$ cat src/rtl/ahb_apb_pkg.sv
// Shared constants and types for the AHB-to-APB bridge.
// The slave interface, the APB FSM controller and the bench all use this package.
package ahb_apb_pkg;

  localparam logic [1:0] HTRANS_IDLE   = 2'b00;
  localparam logic [1:0] HTRANS_BUSY   = 2'b01;
  localparam logic [1:0] HTRANS_NONSEQ = 2'b10;
  localparam logic [1:0] HTRANS_SEQ    = 2'b11;

  localparam logic HRESP_OKAY  = 1'b0;
  localparam logic HRESP_ERROR = 1'b1;

  // Each APB slave owns one 64 MB region selected by the top address bits.
  localparam logic [31:0] SLV0_BASE_DEFAULT = 32'h8000_0000;
  localparam logic [31:0] SLV1_BASE_DEFAULT = 32'h8400_0000;
  localparam logic [31:0] SLV2_BASE_DEFAULT = 32'h8800_0000;
  localparam logic [31:0] SLV_MASK_DEFAULT  = 32'hFC00_0000;

  localparam logic [2:0] HSIZE_MAX = 3'b010;

  typedef enum logic [1:0] {
    OKAY = 2'd0,
    ERR1 = 2'd1,
    ERR2 = 2'd2
  } err_state_t;

  function automatic logic size_supported(input logic [2:0] hsize);
    return (hsize <= HSIZE_MAX);
  endfunction

endpackage

$ cat src/rtl/ahb_slave_interface_if.sv
// AHB-side and controller-side signals of the bridge's slave interface.
interface ahb_slave_interface_if #(
  parameter int ADDR_W = 32,
  parameter int DATA_W = 32
);

  logic [1:0]        Htrans;
  logic              Hreadyin;
  logic              Hwrite;
  logic [2:0]        Hsize;
  logic [ADDR_W-1:0] Haddr;
  logic [DATA_W-1:0] Hwdata;
  logic [DATA_W-1:0] Prdata;
  logic              Hready_apb;
  logic              valid;
  logic [ADDR_W-1:0] Haddr1;
  logic [ADDR_W-1:0] Haddr2;
  logic [DATA_W-1:0] Hwdata1;
  logic [DATA_W-1:0] Hwdata2;
  logic              Hwritereg;
  logic [2:0]        tempselx;
  logic              Hreadyout;
  logic              Hresp;
  logic [DATA_W-1:0] Hrdata;

  modport master (
    output Htrans, Hreadyin, Hwrite, Hsize, Haddr, Hwdata, Prdata, Hready_apb,
    input  valid, Haddr1, Haddr2, Hwdata1, Hwdata2, Hwritereg, tempselx,
           Hreadyout, Hresp, Hrdata
  );

  modport slave (
    input  Htrans, Hreadyin, Hwrite, Hsize, Haddr, Hwdata, Prdata, Hready_apb,
    output valid, Haddr1, Haddr2, Hwdata1, Hwdata2, Hwritereg, tempselx,
           Hreadyout, Hresp, Hrdata
  );

endinterface

$ cat src/rtl/ahb_addr_decode.sv
// Combinational APB region decode: one-hot select, hit flag and size check.
module ahb_addr_decode
  import ahb_apb_pkg::*;
#(
  parameter int                ADDR_W    = 32,
  parameter logic [ADDR_W-1:0] SLV0_BASE = SLV0_BASE_DEFAULT,
  parameter logic [ADDR_W-1:0] SLV1_BASE = SLV1_BASE_DEFAULT,
  parameter logic [ADDR_W-1:0] SLV2_BASE = SLV2_BASE_DEFAULT,
  parameter logic [ADDR_W-1:0] SLV_MASK  = SLV_MASK_DEFAULT
) (
  input  logic [ADDR_W-1:0] haddr,
  input  logic [2:0]        hsize,
  output logic              hit,
  output logic [2:0]        sel,
  output logic              size_ok
);

  logic [ADDR_W-1:0] masked_s;

  // Masked compare only, so addresses near the top of the map never alias a region.
  always_comb begin
    masked_s = haddr & SLV_MASK;
    sel      = {(masked_s == SLV2_BASE), (masked_s == SLV1_BASE), (masked_s == SLV0_BASE)};
    hit      = |sel;
    size_ok  = size_supported(hsize);
  end

endmodule

$ cat src/rtl/ahb_slave_interface_chk.sv
// Protocol and consistency checks for the AHB slave interface.
module ahb_slave_interface_chk
  import ahb_apb_pkg::*;
(
  input logic       Hclk,
  input logic       Hreset,
  input logic       Hreadyin,
  input logic       bad,
  input logic       valid,
  input logic       Hreadyout,
  input logic       Hresp,
  input err_state_t err_state
);

  a_no_bad_while_stalled : assert property (@(posedge Hclk) disable iff (Hreset)
    !(bad && !Hreadyin));

  a_err1_response : assert property (@(posedge Hclk) disable iff (Hreset)
    (err_state == ERR1) |-> (!Hreadyout && Hresp));

  a_valid_only_okay : assert property (@(posedge Hclk) disable iff (Hreset)
    valid |-> (err_state == OKAY));

endmodule

$ cat src/rtl/ahb_slave_interface.sv
// AHB-facing front end of the AHB-to-APB bridge: transfer qualification, address/data
// history for the APB controller, slave select, and the two-cycle ERROR response.
module ahb_slave_interface
  import ahb_apb_pkg::*;
#(
  parameter int                ADDR_W    = 32,
  parameter int                DATA_W    = 32,
  parameter logic [ADDR_W-1:0] SLV0_BASE = SLV0_BASE_DEFAULT,
  parameter logic [ADDR_W-1:0] SLV1_BASE = SLV1_BASE_DEFAULT,
  parameter logic [ADDR_W-1:0] SLV2_BASE = SLV2_BASE_DEFAULT,
  parameter logic [ADDR_W-1:0] SLV_MASK  = SLV_MASK_DEFAULT
) (
  input logic             Hclk,
  input logic             Hreset,
  ahb_slave_interface_if.slave bus
);

  logic              active_s;
  logic              hit_s;
  logic [2:0]        sel_s;
  logic              size_ok_s;
  logic              bad_s;
  logic              valid_s;
  logic              hreadyout_s;
  logic              hresp_s;
  err_state_t        err_state_r;
  err_state_t        err_next_s;
  logic [ADDR_W-1:0] haddr1_r;
  logic [ADDR_W-1:0] haddr2_r;
  logic [DATA_W-1:0] hwdata1_r;
  logic [DATA_W-1:0] hwdata2_r;
  logic              hwritereg_r;
  logic [2:0]        tempselx_r;

  ahb_addr_decode #(
    .ADDR_W   (ADDR_W),
    .SLV0_BASE(SLV0_BASE),
    .SLV1_BASE(SLV1_BASE),
    .SLV2_BASE(SLV2_BASE),
    .SLV_MASK (SLV_MASK)
  ) u_decode (
    .haddr  (bus.Haddr),
    .hsize  (bus.Hsize),
    .hit    (hit_s),
    .sel    (sel_s),
    .size_ok(size_ok_s)
  );

  // Transfer qualification; BUSY and IDLE never count as a transfer.
  always_comb begin
    active_s = bus.Hreadyin & ((bus.Htrans == HTRANS_NONSEQ) | (bus.Htrans == HTRANS_SEQ));
    bad_s    = active_s & (~hit_s | ~size_ok_s);
    valid_s  = active_s & hit_s & size_ok_s & (err_state_r == OKAY);
  end

  // Address, data and direction history consumed by the APB controller.
  always_ff @(posedge Hclk) begin
    if (Hreset) begin
      haddr1_r    <= {ADDR_W{1'b0}};
      haddr2_r    <= {ADDR_W{1'b0}};
      hwdata1_r   <= {DATA_W{1'b0}};
      hwdata2_r   <= {DATA_W{1'b0}};
      hwritereg_r <= 1'b0;
      tempselx_r  <= 3'b000;
    end else begin
      haddr1_r    <= bus.Haddr;
      haddr2_r    <= haddr1_r;
      hwdata1_r   <= bus.Hwdata;
      hwdata2_r   <= hwdata1_r;
      hwritereg_r <= bus.Hwrite;
      tempselx_r  <= valid_s ? sel_s : 3'b000;
    end
  end

  // Error FSM state register.
  always_ff @(posedge Hclk) begin
    if (Hreset) begin
      err_state_r <= OKAY;
    end else begin
      err_state_r <= err_next_s;
    end
  end

  // Error FSM next state; ERR1 ignores the bus so a second error can only start from ERR2.
  always_comb begin
    err_next_s = OKAY;
    case (err_state_r)
      OKAY: begin
        if (bad_s) err_next_s = ERR1;
        else       err_next_s = OKAY;
      end
      ERR1: err_next_s = ERR2;
      ERR2: begin
        if (bad_s) err_next_s = ERR1;
        else       err_next_s = OKAY;
      end
      default: err_next_s = OKAY;
    endcase
  end

  // Error FSM outputs merged with the controller's ready.
  always_comb begin
    hreadyout_s = bus.Hready_apb;
    hresp_s     = HRESP_OKAY;
    case (err_state_r)
      OKAY: begin
        hreadyout_s = bus.Hready_apb;
        hresp_s     = HRESP_OKAY;
      end
      ERR1: begin
        hreadyout_s = 1'b0;
        hresp_s     = HRESP_ERROR;
      end
      ERR2: begin
        hreadyout_s = 1'b1;
        hresp_s     = HRESP_ERROR;
      end
      default: begin
        hreadyout_s = bus.Hready_apb;
        hresp_s     = HRESP_OKAY;
      end
    endcase
  end

  assign bus.valid     = valid_s;
  assign bus.Haddr1    = haddr1_r;
  assign bus.Haddr2    = haddr2_r;
  assign bus.Hwdata1   = hwdata1_r;
  assign bus.Hwdata2   = hwdata2_r;
  assign bus.Hwritereg = hwritereg_r;
  assign bus.tempselx  = tempselx_r;
  assign bus.Hreadyout = hreadyout_s;
  assign bus.Hresp     = hresp_s;
  assign bus.Hrdata    = bus.Prdata;

  ahb_slave_interface_chk u_chk (
    .Hclk     (Hclk),
    .Hreset   (Hreset),
    .Hreadyin (bus.Hreadyin),
    .bad      (bad_s),
    .valid    (valid_s),
    .Hreadyout(hreadyout_s),
    .Hresp    (hresp_s),
    .err_state(err_state_r)
  );

endmodule

$ cat src/flat_wrapper.sv
// flat-port wrapper written by rule: the top's interface ports become plain ports
module ahb_slave_interface_flat import ahb_apb_pkg::*;
#(
  parameter int                ADDR_W    = 32,
  parameter int                DATA_W    = 32,
  parameter logic [ADDR_W-1:0] SLV0_BASE = SLV0_BASE_DEFAULT,
  parameter logic [ADDR_W-1:0] SLV1_BASE = SLV1_BASE_DEFAULT,
  parameter logic [ADDR_W-1:0] SLV2_BASE = SLV2_BASE_DEFAULT,
  parameter logic [ADDR_W-1:0] SLV_MASK  = SLV_MASK_DEFAULT
)
  (Hclk, Hreset, bus_Htrans, bus_Hreadyin, bus_Hwrite, bus_Hsize, bus_Haddr, bus_Hwdata, bus_Prdata, bus_Hready_apb, bus_valid, bus_Haddr1, bus_Haddr2, bus_Hwdata1, bus_Hwdata2, bus_Hwritereg, bus_tempselx, bus_Hreadyout, bus_Hresp, bus_Hrdata);
  ahb_slave_interface_if #(.ADDR_W(ADDR_W), .DATA_W(DATA_W)) bus_i ();
  input logic Hclk;
  input logic Hreset;
  input wire logic [$bits(bus_i.Htrans)-1:0] bus_Htrans;
  input wire logic [$bits(bus_i.Hreadyin)-1:0] bus_Hreadyin;
  input wire logic [$bits(bus_i.Hwrite)-1:0] bus_Hwrite;
  input wire logic [$bits(bus_i.Hsize)-1:0] bus_Hsize;
  input wire logic [$bits(bus_i.Haddr)-1:0] bus_Haddr;
  input wire logic [$bits(bus_i.Hwdata)-1:0] bus_Hwdata;
  input wire logic [$bits(bus_i.Prdata)-1:0] bus_Prdata;
  input wire logic [$bits(bus_i.Hready_apb)-1:0] bus_Hready_apb;
  output wire logic [$bits(bus_i.valid)-1:0] bus_valid;
  output wire logic [$bits(bus_i.Haddr1)-1:0] bus_Haddr1;
  output wire logic [$bits(bus_i.Haddr2)-1:0] bus_Haddr2;
  output wire logic [$bits(bus_i.Hwdata1)-1:0] bus_Hwdata1;
  output wire logic [$bits(bus_i.Hwdata2)-1:0] bus_Hwdata2;
  output wire logic [$bits(bus_i.Hwritereg)-1:0] bus_Hwritereg;
  output wire logic [$bits(bus_i.tempselx)-1:0] bus_tempselx;
  output wire logic [$bits(bus_i.Hreadyout)-1:0] bus_Hreadyout;
  output wire logic [$bits(bus_i.Hresp)-1:0] bus_Hresp;
  output wire logic [$bits(bus_i.Hrdata)-1:0] bus_Hrdata;
  assign bus_i.Htrans = bus_Htrans;
  assign bus_i.Hreadyin = bus_Hreadyin;
  assign bus_i.Hwrite = bus_Hwrite;
  assign bus_i.Hsize = bus_Hsize;
  assign bus_i.Haddr = bus_Haddr;
  assign bus_i.Hwdata = bus_Hwdata;
  assign bus_i.Prdata = bus_Prdata;
  assign bus_i.Hready_apb = bus_Hready_apb;
  assign bus_valid = bus_i.valid;
  assign bus_Haddr1 = bus_i.Haddr1;
  assign bus_Haddr2 = bus_i.Haddr2;
  assign bus_Hwdata1 = bus_i.Hwdata1;
  assign bus_Hwdata2 = bus_i.Hwdata2;
  assign bus_Hwritereg = bus_i.Hwritereg;
  assign bus_tempselx = bus_i.tempselx;
  assign bus_Hreadyout = bus_i.Hreadyout;
  assign bus_Hresp = bus_i.Hresp;
  assign bus_Hrdata = bus_i.Hrdata;
  ahb_slave_interface #(.ADDR_W(ADDR_W), .DATA_W(DATA_W), .SLV0_BASE(SLV0_BASE), .SLV1_BASE(SLV1_BASE), .SLV2_BASE(SLV2_BASE), .SLV_MASK(SLV_MASK)) u_core (.Hclk(Hclk), .Hreset(Hreset), .bus(bus_i));
endmodule
$ cat config.mk
export PLATFORM = sky130hd
export DESIGN_NAME = ahb_slave_interface_flat
export DESIGN_NICKNAME = d
export VERILOG_FILES = /design/src/rtl/ahb_apb_pkg.sv /design/src/rtl/ahb_slave_interface_if.sv /design/src/rtl/ahb_addr_decode.sv /design/src/rtl/ahb_slave_interface_chk.sv /design/src/rtl/ahb_slave_interface.sv /design/src/flat_wrapper.sv
export SDC_FILE = /design/constraint.sdc
export NUM_CORES = 1
export LEC_CHECK = 0
export ABC_AREA = 0
export BUFFER_PORTS_ARGS = -buffer_cell sky130_fd_sc_hd__buf_2
export CAP_MARGIN = 40
export CORE_AREA = 3 3 106 108
export DETAILED_ROUTE_END_ITERATION = 16
export DIE_AREA = 0 0 109 111
export PLACE_DENSITY_LB_ADDON = 0.15
export SYNTH_ARGS = -nofsm -noshare
export SYNTH_HDL_FRONTEND = slang
export SYNTH_SLANG_ARGS = --single-unit
$ cat constraint.sdc
create_clock -name Hclk -period 1.4 [get_ports Hclk]
set_input_delay 0.28 -clock Hclk [delete_from_list [all_inputs] [get_ports Hclk]]
set_output_delay 0.28 -clock Hclk [all_outputs]
set_load 0.01 [all_outputs]
==> summary.txt <==
Status
  – Status: complete, but fails checks
  – Failing checks: setup timing

Setup path
  – CP endpoint kind: output port
  – CP endpoint: bus_Hreadyout
  – Reg2Reg Setup Slack: 0.21 ns
  – Critical path peak fanout: 2
  – Required time of the critical path: 1.12 ns
  – Reg2reg start: u_core.err_state_r[1]
  – Critical Path Source Type: flip-flop
  – Arr. time, crit path: 1.56 ns
  – FF-to-FF End: u_core.bus.tempselx[1]
  – R2r worst-path depth: 5
  – Critical Setup Path Class: reg2out
  – Worst setup path start: u_core.err_state_r[0]

Route
  – Initial DRC count: 84
  – Antenna-violating nets left: 0
  – Wire length per cell: 13.63 microns
  – Via density: between 4 and 5
  – Vias: 2996
  – Drt drc: 0
  – Routed WL: 9.977 mm
  – Drt pass-1 iters: 4

Synthesis
  – Number of synthesized flops with an enable pin: 0
  – Net Count, Synth: 441
  – Seq cells post-synth: around 130
  – Synth top cells by count: 134 x dfxtp_1, 111 x nor2b_1, 33 x buf_4
  – Asr flop ratio synth: 0%
  – Simple-gate share of the synthesized area: 22.74%
  – Synth Area in Adders: ~1.3%
  – Dominant cell type by area after synthesis: dfxtp_1
  – Yosys cell types: 18
  – Yosys Warn Count: 0
  – Synth top area share: 67.42%
  – Sequential cell area fraction in the yosys report: 67.42%
  – Predominant post-synthesis flop cell: dfxtp_1
  – Xor/xnor share of the synthesized area: 0%
  – Post-Syn Area per Cell: between 10 and 15 sq um
  – Largest family of logic cells by synthesized area: simple AND/OR/NAND/NOR gates
  – Largest cells by area after synthesis: dfxtp_1 67%, nor2b_1 17%, buf_4 6.2%
  – Compound-Gate Fraction of Synth Area: 0.5660%
  – Mapped Area: 0.003979 sq mm
  – Multiplexer share of the synthesized area: less than 1%
  – Most common cell in the synthesized netlist: dfxtp_1
  – Gate Count Post-Synth: around 330

Place
  – Area of placed instances: 0.004976 sq mm
  – HPWL after detailed placement: 6.996 mm
  – I/O Buffers: slightly above 200
  – Post-Place Setup Slack: -0.0009164 ns
  – GP Congestion: 0.7090

Clock tree
  – Clock Sinks: 134
  – CTS max path bufs: 2
  – Latest clock arrival within the worst-skew pair: 0.50 ns
  – CTS buffer count: 17
  – H-tree levels: 4
  – CTS tree: done
  – Root buffer cell: clkbuf_8
  – CTS clk-pin slew, worst paths: 0.06 ns

Timing
  – Clock Skews: 0.008252 ns
  – PnR worst setup slack: -0.4367 ns
  – Slew HR: between 80% and 90%
  – Achievable Freq: 544.4 MHz
  – Period utilisation layout: 131.2%
  – RSZ-0062 raised after global routing: yes
  – Endpoints failing setup: 3
  – Min Tclk post-route: 1.837 ns
  – Final hold violations: 0
  – Final-report max-slew violation count: 0
  – Worst Hold Slack: around 0.03 ns
  – Least-Margin Pin Slew: 0.2793 ns

Global route
  – Initial antenna violation count: 0
  – Global route total overflow: 0
  – Largest net degree at the start of global routing: 67
  – Number of global-route vias before repair: about 3000
  – First-pass GRT wire length: 15.16 mm
  – Total GRT Usage: approximately 16%

Power
  – Sequential power share: a little under half
  – Comb pwr share: 8.5%
  – Power Dens Cells: approximately 1400 mW/mm^2
  – Sw Ratio: 21.19%
  – NetSw: 1.888 mW
  – Clock Power Share: 46.0%
  – VDD IR max: 0.0007766 V
  – Leakage: 3.098 nW
  – Internal Power: 7.020 mW
  – Tot Pwr: 8.908 mW

Layout
  – Share of cells above drive strength 1: 43.29%
  – Multi-input gate area: 0.001022 sq mm
  – Area grow syn2layout: 56.60%
  – Design Area, Final: 0.006231 sq mm
  – Antenna cells: 0
  – Nets: 695
  – Seq. cell area: around 0.0027 sq mm
  – Fill cell count: 862

Floorplan
  – # rows: 37
  – Boundary Pins: 273
  – Initial Util: between 30% and 40%
  – Core box area: approximately 0.010 sq mm
  – Width of the die: 109 microns
  – Die area: roughly 0.012 sq mm
  – Die H: 111 microns

Run
  – Max-Cap Viols: 0

Worst hold path
  – Worst Hold Class: in2reg
==> per-layer routing <==
metal / routed length [microns] / share of wire [%] / up-vias / GRT usage (%)
met5: 0 / 0 / - / 0
li1: - / - / 1490 / -
met3: 1031 / 10 / 24 / 7.571
met4: 311 / 3.1 / 0 / 9.175
met2: 5027 / 50 / 161 / 28.30
met1: 3606 / 36 / 1321 / 15.76
==> cells by family after synthesis <==
| group | count (synthesis) |
|---|---|
| AOI/OAI and AO/OA | 2 |
| adders and majority gates | 4 |
| muxes | 1 |
| and+or+nand+nor | 141 |
| buffers and inverters | 49 |
| DFF | 134 |
==> how the worst min path moves through the flow <==
stage                           startpoint                endpoint  slack, ns  cells after the start
finish                              Hreset   u_core.err_state_r[1]       0.03                      2
detailed placement    u_core.bus.Haddr1[5]    u_core.bus.Haddr2[5]       0.44                      1
global route                        Hreset   u_core.err_state_r[1]       0.01                      2
floorplan                    bus_Haddr[27]  u_core.bus.tempselx[1]       0.35                      1
global placement    u_core.bus.Hwdata1[24]  u_core.bus.Hwdata2[24]       0.43                      1
CTS                                 Hreset   u_core.err_state_r[1]      0.003                      2
==> through the flow <==
stage / utilization [%] / TNS [ns] / instances
3_5_place_dp: 48.20 / -0.0009164 / 636
4_1_cts: 60.15 / -0.8861 / 730
2_1_floorplan: - / 0 / 331
3_3_place_gp: 48.20 / 0 / 636
6_report: 60.36 / -0.8622 / 732
5_1_grt: 60.36 / -1.079 / 732
==> cells in the final DEF, fill, tap and decap left out, drive strengths merged <==
| cell type | count |
|---|---|
| buf | 218 |
| dfxtp | 134 |
| nor2b | 111 |
| dlygate4sd3 | 63 |
| clkbuf | 21 |
| and2b | 18 |
| clkinv | 5 |
| ha | 4 |
| nor2 | 3 |
| inv | 3 |
| nand2 | 2 |
| nor4 | 2 |
| bufinv | 2 |
| clkinvlp | 2 |
| mux2 | 1 |
| a211oi | 1 |
| nand4 | 1 |
| nand3 | 1 |
| nor3 | 1 |
| o211a | 1 |
| or2 | 1 |
| nor4b | 1 |
==> area by class of cell <==
cell class / count / area share, %
Clock buffer: 21 / 7.209
Tap cell: 136 / 2.731
Clock inverter: 9 / 1.667
Timing Repair Buffer: 281 / 28.71
Multi-Input combinational cell: 148 / 16.41
Sequential cell: 134 / 43.09
Inverter: 3 / 0.1807
==> registers in the layout (all words and copies together), names as in the netlist <==
register and flops:
u_core.bus.Haddr1 32, u_core.bus.Haddr2 32, u_core.bus.Hwdata1 32, u_core.bus.Hwdata2 32, u_core.bus.tempselx 3, u_core.err_state_r 2
u_core.bus.Hwritereg 1
==> worst max-delay path, cell delays in order (launching register included) <==
cell and delay [ns]:
dfxtp_2 0.33, inv_2 0.05, ha_4 0.26, mux2_4 0.29, buf_6 0.12
==> timing repair <==
item / 4_1_cts / 5_1_grt
hold buffers: 63 / 0
resized for setup: 10 / 2
pin swaps: 2 / 1
buffers inserted: 1 / 2
setup endpoints to repair: 3 / 3
endpoints found under the hold margin: 64 / 0
==> power groups by stage <==
stage | Combinational [mW] | Sequential (mW) | Clock [mW]
6_report | 0.759 | 4.05 | 4.10
5_1_grt | 0.831 | 4.06 | 4.40
4_1_cts | 0.761 | 4.05 | 4.21
3_5_place_dp | 0.608 | 4.13 | 0
3_3_place_gp | 0.604 | 4.12 | 0
2_1_floorplan | 0.275 | 4.22 | 0
Note: power is estimated with default switching activity, not from simulation.
